<file path="src/rtl/uart_pkg.sv">
// Shared definitions for the UART register blocks: status bit positions,
// register-select encodings and the status byte layout.
package uart_pkg;

    localparam int STAT_AVAIL_BIT = 0;
    localparam int STAT_FULL_BIT  = 1;
    localparam int STAT_OVR_BIT   = 2;
    localparam int STAT_FERR_BIT  = 3;
    localparam int STAT_LVL_LSB   = 8;

    // Also decoded by the write-side demux; keep both sides in sync.
    localparam logic REG_SEL_CTRL = 1'b0;
    localparam logic REG_SEL_DATA = 1'b1;

    // Field order matches the STAT_*_BIT positions (MSB first).
    typedef struct packed {
        logic [3:0] rsvd;
        logic       frame_err;
        logic       overrun;
        logic       full;
        logic       rx_avail;
    } uart_status_t;

    function automatic uart_status_t make_status(input logic avail,
                                                 input logic full,
                                                 input logic ovr,
                                                 input logic ferr);
        uart_status_t s;
        s           = '0;
        s.rx_avail  = avail;
        s.full      = full;
        s.overrun   = ovr;
        s.frame_err = ferr;
        return s;
    endfunction

endpackage

</file>
<file path="src/rtl/uart_rx_fifo.sv">
// Synchronous RX byte FIFO. A push while full is accepted only when a pop
// frees the head slot in the same cycle; otherwise it is ignored.
module uart_rx_fifo #(
    parameter int DEPTH = 4,
    parameter int W     = 8,
    parameter int AW    = $clog2(DEPTH),
    parameter int CW    = $clog2(DEPTH) + 1
) (
    input  logic          clk_i,
    input  logic          rst_n_i,
    input  logic          push,
    input  logic [W-1:0]  push_data,
    input  logic          pop,
    output logic [W-1:0]  head,
    output logic [CW-1:0] count,
    output logic          full,
    output logic          empty
);

    logic [W-1:0]  mem [DEPTH];
    logic [AW-1:0] wr_ptr;
    logic [AW-1:0] rd_ptr;
    logic          wr_en;
    logic          rd_en;

    assign empty = (count == '0);
    assign full  = (count == CW'(DEPTH));
    assign rd_en = pop && !empty;
    assign wr_en = push && (!full || rd_en);
    assign head  = mem[rd_ptr];

    // Storage has no reset: entries are only visible once count covers them.
    always_ff @(posedge clk_i) begin
        if (wr_en) begin
            mem[wr_ptr] <= push_data;
        end
    end

    // Pointers are exactly AW bits wide, so they wrap modulo DEPTH for free.
    always_ff @(posedge clk_i or negedge rst_n_i) begin
        if (!rst_n_i) begin
            wr_ptr <= '0;
            rd_ptr <= '0;
            count  <= '0;
        end else begin
            if (wr_en) begin
                wr_ptr <= wr_ptr + AW'(1);
            end
            if (rd_en) begin
                rd_ptr <= rd_ptr + AW'(1);
            end
            case ({wr_en, rd_en})
                2'b10:   count <= count + CW'(1);
                2'b01:   count <= count - CW'(1);
                default: count <= count;
            endcase
        end
    end

endmodule

</file>
<file path="src/rtl/uart_rd_regs.sv">
// UART read-side register block: buffers received bytes, keeps sticky error
// flags and returns status or data on a host read one cycle later.
module uart_rd_regs
    import uart_pkg::*;
#(
    parameter int FIFO_DEPTH = 4,
    parameter int DATA_W     = 32,
    parameter int BYTE_W     = 8
) (
    input  logic              clk_i,
    input  logic              rst_n_i,
    input  logic              rd_i,
    input  logic              reg_sel_i,
    output logic [DATA_W-1:0] rd_data_o,
    output logic              rd_valid_o,
    input  logic              rx_valid_i,
    input  logic [BYTE_W-1:0] rx_data_i,
    input  logic              rx_err_i,
    output logic              irq_o
);

    localparam int CW = $clog2(FIFO_DEPTH) + 1;

    logic [BYTE_W-1:0] head;
    logic [CW-1:0]     count;
    logic              full;
    logic              empty;
    logic              push;
    logic              pop;
    logic              stat_rd;
    logic              data_rd;
    logic              ovr_set;
    logic              ferr_set;
    logic              overrun;
    logic              frame_err;
    uart_status_t      status;
    logic [DATA_W-1:0] status_word;
    logic [DATA_W-1:0] data_word;

    assign stat_rd  = rd_i && (reg_sel_i == REG_SEL_CTRL);
    assign data_rd  = rd_i && (reg_sel_i == REG_SEL_DATA);
    assign pop      = data_rd && !empty;
    assign push     = rx_valid_i && !rx_err_i;
    assign ferr_set = rx_valid_i && rx_err_i;
    // A concurrent pop makes room, so only a push into a still-full FIFO overruns.
    assign ovr_set  = push && full && !pop;

    uart_rx_fifo #(
        .DEPTH (FIFO_DEPTH),
        .W     (BYTE_W)
    ) u_fifo (
        .clk_i     (clk_i),
        .rst_n_i   (rst_n_i),
        .push      (push),
        .push_data (rx_data_i),
        .pop       (pop),
        .head      (head),
        .count     (count),
        .full      (full),
        .empty     (empty)
    );

    assign status = make_status(!empty, full, overrun, frame_err);

    always_comb begin
        status_word                        = '0;
        status_word[7:0]                   = status;
        status_word[STAT_LVL_LSB +: CW]    = count;
    end

    // No bypass: a read on an empty FIFO returns zero even if a byte arrives now.
    always_comb begin
        data_word = '0;
        if (!empty) begin
            data_word[BYTE_W-1:0] = head;
        end
    end

    always_ff @(posedge clk_i or negedge rst_n_i) begin
        if (!rst_n_i) begin
            rd_data_o  <= '0;
            rd_valid_o <= 1'b0;
        end else begin
            rd_valid_o <= rd_i;
            if (stat_rd) begin
                rd_data_o <= status_word;
            end else if (data_rd) begin
                rd_data_o <= data_word;
            end
        end
    end

    // Set wins over the read-clear so an event in the read cycle is not lost.
    always_ff @(posedge clk_i or negedge rst_n_i) begin
        if (!rst_n_i) begin
            overrun   <= 1'b0;
            frame_err <= 1'b0;
        end else begin
            overrun   <= (overrun   && !stat_rd) || ovr_set;
            frame_err <= (frame_err && !stat_rd) || ferr_set;
        end
    end

    assign irq_o = !empty || overrun || frame_err;

endmodule

</file>
<file path="config.mk">
export PLATFORM = sky130hd
export DESIGN_NAME = uart_rd_regs
export DESIGN_NICKNAME = d
export VERILOG_FILES = /design/src/rtl/uart_pkg.sv /design/src/rtl/uart_rx_fifo.sv /design/src/rtl/uart_rd_regs.sv
export SDC_FILE = /design/constraint.sdc
export NUM_CORES = 1
export LEC_CHECK = 0
export CORE_MARGIN = 1
export CORE_UTILIZATION = 40
export DETAILED_ROUTE_END_ITERATION = 8
export PLACE_DENSITY = 0.72
export SYNTH_ARGS = -nofsm -noshare
export SYNTH_HDL_FRONTEND = slang
export SYNTH_HIERARCHICAL = 1
export SYNTH_SLANG_ARGS = --single-unit
</file>
<file path="constraint.sdc">
create_clock -name clk_i -period 4.75 [get_ports clk_i]
set_input_delay 0.7125 -clock clk_i [delete_from_list [all_inputs] [get_ports clk_i]]
set_output_delay 0.7125 -clock clk_i [all_outputs]
set_load 0.1 [all_outputs]
</file>
; ---- Yosys cells after proc, flatten, opt, wreduce, memory -nomap -nowiden
; Memory sizes are Yosys's and may differ from the RTL's.
; Index checks and enable logic that the tools add are counted.
[word_totals]
word_cells = 46
n_memories = 1
ram_bits = 32
register_bits = 42
inputBits = 14
output_inout_bits = 34
[classes]
n_eq_ne = 3
bitwise_logic = 1
n_reduce_logical = 24
addsub = 4
muxes = 6
[mem_list]
columns = memory, words, word_bits, read_ports, rd_clocked_by_memory_dff, write_ports, line_no
row1 = u_fifo.mem, 4, 8, 1, 0, 1, uart_rx_fifo.sv:20  ; logic [W-1:0] mem [DEPTH];
[op_table]
columns = cell, count
row1 = $mux 32, 2
row2 = $logic_and 1x1->1, 11
row3 = $mux 8, 1
row4 = $pmux 3 s2, 1
row5 = $logic_not 1->1, 5
row6 = $logic_or 1x1->1, 5
row7 = $add 2x1->2 const B, 2
row8 = $reduce_bool 2->1, 2
row9 = $add 3x1->3 const B, 1
row10 = $eq 3x3->1 const B, 1
row11 = $logic_not 3->1, 1
row12 = $sub 3x1->3 const B, 1
row13 = $eq 2x1->1 const B, 1
row14 = $eq 2x2->1 const B, 1
row15 = $mux 1, 2
row16 = $not 1->1, 1

; ---- Longest topological paths before layout
; Gate-level depths: netlist of run 1.
[logic_depth]
word_depth = 8
mapped_depth = 12
mapped_depth_nobuf = 9

; ---- Modules after synthesis
; Netlist of run 1, hierarchy kept.
[by_module_without_submodules]
columns = module, area_per_inst_um2, instances, seq_area_each_um2, cells_per_inst
row1 = uart_rx_fifo, 1669.1, 1, 1136.1, 94
row2 = uart_rd_regs, 749.5, 1, 350.3, 71

; ---- Worst setup path after synthesis of run 1
; OpenSTA, ideal clock, no wires.
[synth_timing]
kind = input-to-reg
start = input port reg_sel_i
end = register u_fifo.count[2]
slack_ps = 2024
t_required_ps = 4604
arrival_time_ps = 2580
path_buffers = 2
stages = 10
setup_time_ps = 146
path_cell_list = nor2b_4 > and2_4 > buf_6 > clkbuf_1 > nand2b_1 > or2_2 > fa_1 > nand2b_1 > o211ai_1 > o311ai_0
[synth_via]
elab_chain_cells = 7
word_cells_on_any_way = 9
cone_classes = eq/ne: 2 / mux: 1 / reduce/logical: 6
[synth_lines]
columns = element, line_no
row1 = "start, declared", uart_rd_regs.sv:13  ; input logic reg_sel_i,
row2 = $logic_and 1x1->1 (*), uart_rd_regs.sv:41  ; assign data_rd = rd_i && (reg_sel_i == REG_SEL_DATA);
row3 = $logic_and 1x1->1 (*), uart_rd_regs.sv:42  ; assign pop = data_rd && !empty;
row4 = via pop, uart_rd_regs.sv:29  ; logic pop;
row5 = $logic_and 1x1->1 (*), uart_rx_fifo.sv:28  ; assign rd_en = pop && !empty;
row6 = $logic_or 1x1->1, uart_rx_fifo.sv:29  ; assign wr_en = push && (!full || rd_en);
row7 = $logic_and 1x1->1, uart_rx_fifo.sv:29
row8 = $eq 2x1->1 or $eq 2x2->1 (tied branches), uart_rx_fifo.sv:52  ; case ({wr_en, rd_en})
row9 = $pmux 3 s2 or $reduce_bool 2->1 (tied branches), -
row10 = "end signal, assigned", uart_rx_fifo.sv:53  ; 2'b10: count <= count + CW'(1);
row11 = "end signal, assigned", uart_rx_fifo.sv:54  ; 2'b01: count <= count - CW'(1);
row12 = "end signal, assigned", uart_rx_fifo.sv:55  ; default: count <= count;
row13 = "end, declared", uart_rx_fifo.sv:15  ; output logic [CW-1:0] count,
; The timed path passes the listed nets; every way through them passes the cells marked *.
; A chain may end at the register's enable or synchronous reset.

; ---- Final worst setup path of run 1
[layout_timing]
start = input port reg_sel_i
end = register u_fifo.count[2]
[layout_via]
elab_chain_cells = 7
word_cells_on_any_way = 9
cone_classes = eq/ne: 2 / mux: 1 / reduce/logical: 6
[layout_lines]
columns = element, line_no
row1 = $logic_and 1x1->1 (*), uart_rd_regs.sv:41
row2 = $logic_and 1x1->1 (*), uart_rd_regs.sv:42
row3 = $logic_and 1x1->1 (*), uart_rx_fifo.sv:28
row4 = $logic_or 1x1->1, uart_rx_fifo.sv:29
row5 = $logic_and 1x1->1, uart_rx_fifo.sv:29
row6 = $eq 2x1->1 or $eq 2x2->1 (tied branches), uart_rx_fifo.sv:52
row7 = $pmux 3 s2 or $reduce_bool 2->1 (tied branches), -
; Every way passes the cells marked *; elsewhere a longest branch is shown, timed or not.

==> results of run 1 <==
through the flow:
stage	hold slack, ps	utilization, %	total power (uW)	area [sq um]
detailed placement	490	46.7	1400	2650
global placement	469	46.7	1390	2650
finish	508	48.7	1690	2770
global route	525	48.7	1780	2770
CTS	512	48.7	1700	2770
floorplan	417	-	1260	2490
cells by family (layout without fill, tap and decap cells):
kind of cell,after synthesis,count (layout),synth area share [%]
fa+ha+maj,5,5,2.90
mux,10,10,8.48
compound gates,29,29,9.10
xor+xnor,5,5,1.81
other cells,1,21,0.155
flops,53,53,61.5
simple gates,26,26,6.57
buf+inv,36,43,9.52
power breakdown:
part,leakage (uW),internal [uW],switching [uW]
registers,0.000550,582,101
logic,0.000470,242,460
clock network,0.0000543,158,146
flip-flops by register name, summed over array words and instances, names as in the netlist:
register       count
u_fifo/count       3
u_fifo/rd_ptr      2
u_fifo/wr_ptr      2
rd_valid_o         1
rd_data_o         11
frame_err          1
u_fifo/mem        32
overrun            1
layout by cell type, fill, tap and decap left out, drive strengths merged, types with 2 or more instances in the layout:
cell	n
a22oi	3
conb	21
nor2b	2
clkbuf	5
nand2b	3
inv	8
clkdlybuf4s50	26
a31oi	2
xnor2	4
o21a	3
nand3b	2
a22o	8
edfxtp	32
dfrtp	21
nor2	7
mux4	8
and2	5
o21bai	2
a21oi	5
ha	4
nand2	2
and2b	2
layout make-up:
type,instances,share of cell area (%)
sequential,53,53.7
multi-input combinational,96,28.1
timing repair buffer,27,9.68
tap,72,3.26
clock buffer,5,2.49
clock inverter,3,1.67
inverter,8,1.09
cells in the mapped netlist (2+ instances only):
library cell  instances  share of area (%)
nand2_1               2               0.31
a22oi_1               3               0.93
dfrtp_1              21                 22
buf_4                23                7.1
a21oi_1               5                1.0
o21a_1                2               0.62
nand3b_1              2               0.62
clkbuf_1              2               0.31
nor2_1                7                1.1
and2_1                4                1.0
o21bai_1              2               0.62
nand2b_1              3               0.78
a31oi_1               2               0.52
inv_1                 7                1.1
xnor2_1               4                1.4
ha_1                  4                2.1
edfxtp_1             32                 40
mux4_2                8                7.4
a22o_1                8                2.9
and2b_2               2               0.72
routing by layer:
layer	GRT usage, %	up-vias	wire length (um)
li1	-	602	-
met1	18.1	606	1760
met2	19.6	57	1660
met3	4.00	7	247
met4	5.89	0	67
met5	0	-	0
worst max-delay path, stage by stage:
cell and delay, ps:
clkdlybuf4s50_1 570, nor2b_4 230, and2_4 270, nand2b_1 110
or2_2 300, fa_1 380, nand2b_1 160, o211ai_1 180
o311ai_0 140
path summary, 6_finish.rpt:
| check | slack [ps] | cells after the start | startpoint | endpoint |
|---|---|---|---|---|
| setup / recovery | 1860 | 9 | reg_sel_i | u_fifo/count[2] |
| min in group asynchronous | 930 | 1 | rst_n_i | rd_data_o[2] |
| setup reg to reg | 2130 | 10 | u_fifo/count[2] | u_fifo/count[2] |
| hold reg to reg | 510 | 1 | rd_data_o[0] | rd_data_o[0] |
| max in group asynchronous | 3240 | 1 | rst_n_i | u_fifo/wr_ptr[1] |
| hold / removal | 510 | 1 | rd_data_o[0] | rd_data_o[0] |
==> results_dict.tcl, run 1 <==
set metrics [dict create \
    slew_headroom_pct 34.0 \
    hp-class "reg -> reg" \
    cts_root_buf "clkbuf_8" \
    cts_buffer_depth 2 \
    hold_viol 0 \
    place_ws_ps 1520 \
    fillers 496 \
    multi_input_area_sq_um 777 \
    routed_wire_length_per_instance_um 14.1 \
    clock.fmax_mhz 347 \
    place_inst 256 \
    die_w_um 79.8 \
    h-tree-depth 2 \
    rsz0062_at_grt "false" \
    antenna_found_initial 0 \
    die_area_sq_um 6360 \
    synth_cell_type_count 42 \
    dpl.hpwl_mm 2.64 \
    vdd_ir_drop_max_uv 426 \
    start_kind "input port" \
    fin_skew_ps 7.26 \
    antennaDiodeCount 0 \
    critPathMaxFanout 15 \
    num_vias 1272 \
    grt-ovfl-total 0 \
    cp.required_ps 4920 \
    power_leakage_uw 0.00107 \
    dominantRegCellSynth "edfxtp_1" \
    die_h_um 79.8 \
    grt_pass1_wl_mm 6.15 \
    synth-edff-count 32 \
    cts_resized 0 \
    detail_route.iter0.violations 49 \
    ys_ff_latch 53 \
    grt_use_total_pct 13.3 \
    numCtsBuffers 5 \
    cap_violations 0 \
    min_period_ps 2890 \
    cts_tree "yes" \
    critical_path_class "in -> reg" \
    slew_viol_final 0 \
    firstDrtPassIters 4 \
    drive_above_1_share_pct 13.0 \
    synthArstFlopShare_pct 39.6 \
    synthCells 165 \
    clock_latency_ps 300 \
    vias_per_cell 4.82 \
    coreArea_sq_um 5680 \
    synth-warning-count 6 \
    worstPathArrival_ps 3060 \
    io_pins 48 \
    pwr_density_cell_nw_per_um2 610 \
    drcViolationCount 0 \
    rows 27 \
    grt_max_degree 22 \
    regArea_sq_um 1490 \
    ant_nets 0 \
    timing.setup.tns_ps 0 \
    routed_wl_mm 3.73 \
    cts.sinks 53 \
    synth.avg_cell_area_sq_um 14.7 \
    layout.nets 210 \
    grt_pass1_vias 1246 \
    post-route-period-util_pct 60.7 \
    tightest_slew_ps 987 \
    gp_congestion 0.781 \
    portBuffers 26 \
    setup_viol 0 \
    critPathCaptureType "flop" \
    postCtsSetupRepairBufs 0 \
    synth_area_sq_um 2420 \
    clk_pin_slew_ps 100 \
    ys_seq_area_share_pct 61.5 \
    fin_cells 264 \
    start_util_pct 42.6 \
    finalWorstSetupSlack_ps 1860 \
    cts_hold_buf 0 \
    status "complete, no violations" \
    synthToLayoutAreaGrowth_pct 14.4 \
]
Note: power is estimated with default switching activity, not from simulation.
==> run 2, diff against run 1 <==
PLACE_DENSITY = 0.75   (was 0.72)
clock period = 2.55 ns   (was 4.75 ns; I/O delays follow)
==> results_dict.tcl, run 2 (synthesis results as in run 1) <==
set metrics [dict create \
    grt-ovfl-total 0 \
    cts_buffer_depth 2 \
    worstSetupStartpoint "u_fifo/count[2]" \
    coreArea_sq_um 5680 \
    final_cell_mix "32 x edfxtp_1, 24 x buf_4, 21 x conb_1, 21 x dfrtp_1, 13 x clkdlybuf4s50_1" \
    worstPathArrival_ps 2470 \
    cp.required_ps 2710 \
    fin_hold_ws_ps 424 \
    detail_route.iter0.violations 72 \
    vias_per_cell 4.91 \
    h-tree-depth 2 \
    regArea_sq_um 1490 \
    synthToLayoutAreaGrowth_pct 15.3 \
    cts_root_buf "clkbuf_8" \
    die_h_um 79.8 \
    multi_input_area_sq_um 782 \
    layout_commonest_cell "edfxtp_1" \
    cap_violations 0 \
    regMostFlops "u_fifo/mem" \
    dpl.hpwl_mm 2.77 \
    drcViolationCount 0 \
    postCtsSetupRepairBufs 0 \
    r2r-end "u_fifo/count[2]" \
    power_leakage_uw 0.00113 \
    drive_above_1_share_pct 23.8 \
    rsz0062_at_grt "false" \
    numCtsBuffers 5 \
    firstDrtPassIters 4 \
    cpMaxStageDelayCell "dfrtp_1" \
    routed_wl_mm 4.01 \
    cts_tree "yes" \
    path_common_cell "nand2b_1" \
    fin_skew_ps 5.74 \
    cp_cell_sequence "nor3_2 -> nor2b_4 -> and2_4 -> nand2b_1 -> or2_2 -> fa_1 -> nand2b_1 -> o211ai_1 -> o311ai_0" \
    reg2reg_from "u_fifo/count[2]" \
    die_w_um 79.8 \
    routed_wire_length_per_instance_um 14.6 \
    min_period_ps 2310 \
    portBuffers 26 \
    hold_viol 0 \
    pwr_density_cell_nw_per_um2 1100 \
    grt_max_degree 22 \
    hp-class "in -> async" \
    gp_congestion 0.746 \
    critPathCaptureType "flop" \
    post-route-util_pct 49.1 \
    status "complete, no violations" \
    clk_pin_slew_ps 100 \
    largest_register_ffs 32 \
    start_kind "flop" \
    r2r_slack_ps 240 \
    ant_nets 0 \
    max_stage_delay_ps 510 \
    rows 27 \
    grt_pass1_wl_mm 6.53 \
    finalPower_uw 3070 \
    grt_pass1_vias 1302 \
    antenna_found_initial 0 \
    start_util_pct 42.6 \
    antennaDiodeCount 0 \
    critical_path_class "reg -> reg" \
    grt_use_total_pct 14.2 \
    clock_latency_ps 300 \
    die_area_sq_um 6360 \
    r2r_cells 9 \
    num_vias 1345 \
    setup_viol 0 \
    timing.setup.tns_ps 0 \
    cts_resized 0 \
    slew_viol_final 0 \
    critPathMaxFanout 9 \
    cts_hold_buf 0 \
    clock.fmax_mhz 432 \
    post-route-period-util_pct 90.7 \
    layout.nets 220 \
    io_pins 48 \
    finalWorstSetupSlack_ps 237 \
    crit_end "u_fifo/count[2]" \
    vdd_ir_drop_max_uv 716 \
    place_ws_ps 39.9 \
    fillers 525 \
    reg.largest.list "u_fifo/mem x32, rd_data_o x11, u_fifo/count x3" \
    cts.sinks 53 \
]
## run 2: changes by cell type in the layout (fill, tap and decap cells not counted)
cell / change
clkdlybuf4s50_1: -13
buf_4: +23
clkinv_1: +1
bufinv_16: -1
nor3_1: -1
inv_6: +1
nor3_2: +1
clkinvlp_4: -1
## run 2: worst min-delay path by stage
stage                             from  slack [ps]  depth (start not counted)               end
after CTS                      rst_n_i         440                          2  u_fifo/wr_ptr[0]
final                          rst_n_i         420                          2   u_fifo/count[1]
after global placement    rd_data_o[0]         470                          1      rd_data_o[0]
after global routing           rst_n_i         470                          2      rd_data_o[0]
after floorplan                rst_n_i          90                          0         frame_err
after detailed placement  rd_data_o[0]         480                          1      rd_data_o[0]
## run 2: routing by layer
metal | vias to the layer above | GRT usage, % | share of wire (%)
met5 | - | 0 | 0
met4 | 0 | 4.82 | 1.1
met3 | 4 | 3.89 | 6.3
met2 | 51 | 23.2 | 48
met1 | 660 | 18.1 | 44
li1 | 630 | - | -
## run 2: through the flow
stage	instance area, sq um	instances
2_1_floorplan	2500	185
3_3_place_gp	2700	266
3_5_place_dp	2700	266
4_1_cts	2790	274
5_1_grt	2790	274
6_report	2790	274
## run 2: report_power, final
part	leakage [uW]	internal, uW	switching [uW]
Clock	0.0000462	196	275
Combinational	0.000538	458	887
Sequential	0.000550	1080	167
Total	0.00113	1740	1330
## run 2: area by class of cell
class,count,area share [%]
Sequential cell,53,53.3
Multi-Input combinational cell,96,28.0
Tap cell,72,3.23
Clock inverter,3,0.763
Inverter,8,1.08
Clock buffer,5,2.47
Timing Repair Buffer,37,11.1
## run 2: critical path, delay by kind of cell (launching register included)
family                   cells  cell delay [ps]
AND/OR/NAND/NOR              6              960
AO/OA/AOI/OAI                2              310
flip-flops                   1              510
adder cells (fa/ha/maj)      1              380
==> run 3, diff against run 2 <==
RECOVER_POWER = 100   (was not set)
==> results_dict.tcl, run 3 (synthesis results as in run 1) <==
set metrics [dict create \
    status "complete, no violations" \
    h-tree-depth 2 \
    cts_hold_buf 0 \
    grt_max_degree 22 \
    cts_root_buf "clkbuf_8" \
    whs_path_depth 1 \
    cts_buffer_depth 2 \
    start_kind "flop" \
    critPathMaxFanout 14 \
    grt_use_total_pct 14.2 \
    cts_resized 0 \
    slew_viol_final 0 \
    critPathCaptureType "flop" \
    detail_route.iter0.violations 63 \
    worstSetupStartpoint "u_fifo/count[2]" \
    fin_skew_ps 6.15 \
    dpl.hpwl_mm 2.77 \
    clk_pin_slew_ps 100 \
    vdd_ir_drop_max_uv 671 \
    regMostFlops "u_fifo/mem" \
    cap_violations 0 \
    rows 27 \
    final_cell_mix "32 x edfxtp_1, 21 x conb_1, 21 x dfrtp_1" \
    slew_headroom_pct 21.8 \
    antenna_found_initial 0 \
    clock_latency_ps 300 \
    drive_above_1_share_pct 14.9 \
    min_period_ps 2360 \
    die_w_um 79.8 \
    rsz0062_at_grt "false" \
    r2r-end "u_fifo/mem[3][3]" \
    tightest_slew_ps 1170 \
    post-route-period-util_pct 92.7 \
    post-route-util_pct 48.0 \
    layout_commonest_cell "edfxtp_1" \
    grt-ovfl-total 0 \
    routed_wire_length_per_instance_um 14.6 \
    max_stage_delay_ps 490 \
    ant_nets 0 \
    clock.fmax_mhz 423 \
    portBuffers 26 \
    hold_viol 0 \
    cp.required_ps 2600 \
    cpMaxStageDelayCell "dfrtp_1" \
    die_area_sq_um 6360 \
    critical_path_class "reg -> reg" \
    hp-class "reg -> reg" \
    cts.sinks 53 \
    r2r_slack_ps 190 \
    gp_congestion 0.746 \
    crit_end "u_fifo/mem[3][3]" \
    synthToLayoutAreaGrowth_pct 12.6 \
    setup_viol 0 \
    routed_wl_mm 4.01 \
    coreArea_sq_um 5680 \
    timing.setup.tns_ps 0 \
    num_vias 1344 \
    pwr_density_cell_nw_per_um2 1100 \
    fillers 543 \
    vias_per_cell 4.91 \
    start_util_pct 42.6 \
    numCtsBuffers 5 \
    cp_cell_sequence "nor3_2 -> nor2b_4 -> and2_4 -> clkbuf_1 -> o21a_4 -> and2_1 -> clkbuf_4" \
    r2r_cells 7 \
    reg2reg_from "u_fifo/count[2]" \
    grt_pass1_vias 1302 \
    antennaDiodeCount 0 \
    power_leakage_uw 0.00107 \
    drcViolationCount 0 \
    firstDrtPassIters 4 \
    io_pins 48 \
    grt_pass1_wl_mm 6.53 \
    die_h_um 79.8 \
    postCtsSetupRepairBufs 0 \
    worstPathArrival_ps 2410 \
    largest_register_ffs 32 \
    layout.nets 220 \
    cts_tree "yes" \
    reg.largest.list "u_fifo/mem x32, rd_data_o x11, u_fifo/count x3" \
]
## run 3: changes by cell type in the layout (fill, tap and decap cells not counted), moves of 2 or more
| cell | delta |
|---|---|
| buf_4 | -19 |
| clkbuf_1 | +16 |
| clkdlybuf4s50_1 | -10 |
| dlygate4sd3_1 | +10 |
| clkbuf_4 | +2 |
## run 3: metrics by stage
step | power, uW | cell area, sq um | hold WS (ps) | worst slack (ps) | cells
3_5_place_dp | 2620 | 2700 | 476 | 39.9 | 266
5_1_grt | 3150 | 2720 | 519 | 40.9 | 274
3_3_place_gp | 2600 | 2700 | 471 | 89.3 | 266
2_1_floorplan | 2360 | 2500 | 86.9 | 9.22 | 185
4_1_cts | 3100 | 2790 | 436 | 225 | 274
6_report | 2990 | 2720 | 497 | 187 | 274
## run 3: report_power, final
part,switching [uW],internal [uW]
registers,166,1080
logic,886,382
clock network,276,196
## run 3: layout make-up
class | count | area [sq um] | share of cell area, %
clock inverter | 3 | 21.3 | 0.781
clock buffer | 5 | 68.8 | 2.53
multi-input combinational | 96 | 778 | 28.6
inverter | 8 | 30.0 | 1.10
timing repair buffer | 37 | 248 | 9.10
tap | 72 | 90.1 | 3.31
sequential | 53 | 1490 | 54.6
## run 3: metal layers
metal	share of wire (%)	wire length, um	up-vias	global-route usage [%]
li1	-	-	630	-
met1	44	1760	657	18.1
met2	48	1900	53	23.2
met3	7.5	300	4	3.89
met4	1.1	46	0	4.82
met5	0	0	-	0
## run 3: critical path, delay by kind of cell, from the launching register on
kind                   cells  cell delay [ps]
flip-flops                 1              490
AND/OR/NAND/NOR            4              800
AO/OA/AOI/OAI              1              330
buffers and inverters      2              480
## run 3: worst min path at each step
stage / from / endpoint / slack (ps)
floorplan: rst_n_i / frame_err / 90
global placement: rd_data_o[0] / rd_data_o[0] / 470
detailed placement: rd_data_o[0] / rd_data_o[0] / 480
CTS: rst_n_i / u_fifo/wr_ptr[0] / 440
global route: rd_data_o[0] / rd_data_o[0] / 520
finish: rd_data_o[0] / rd_data_o[0] / 500
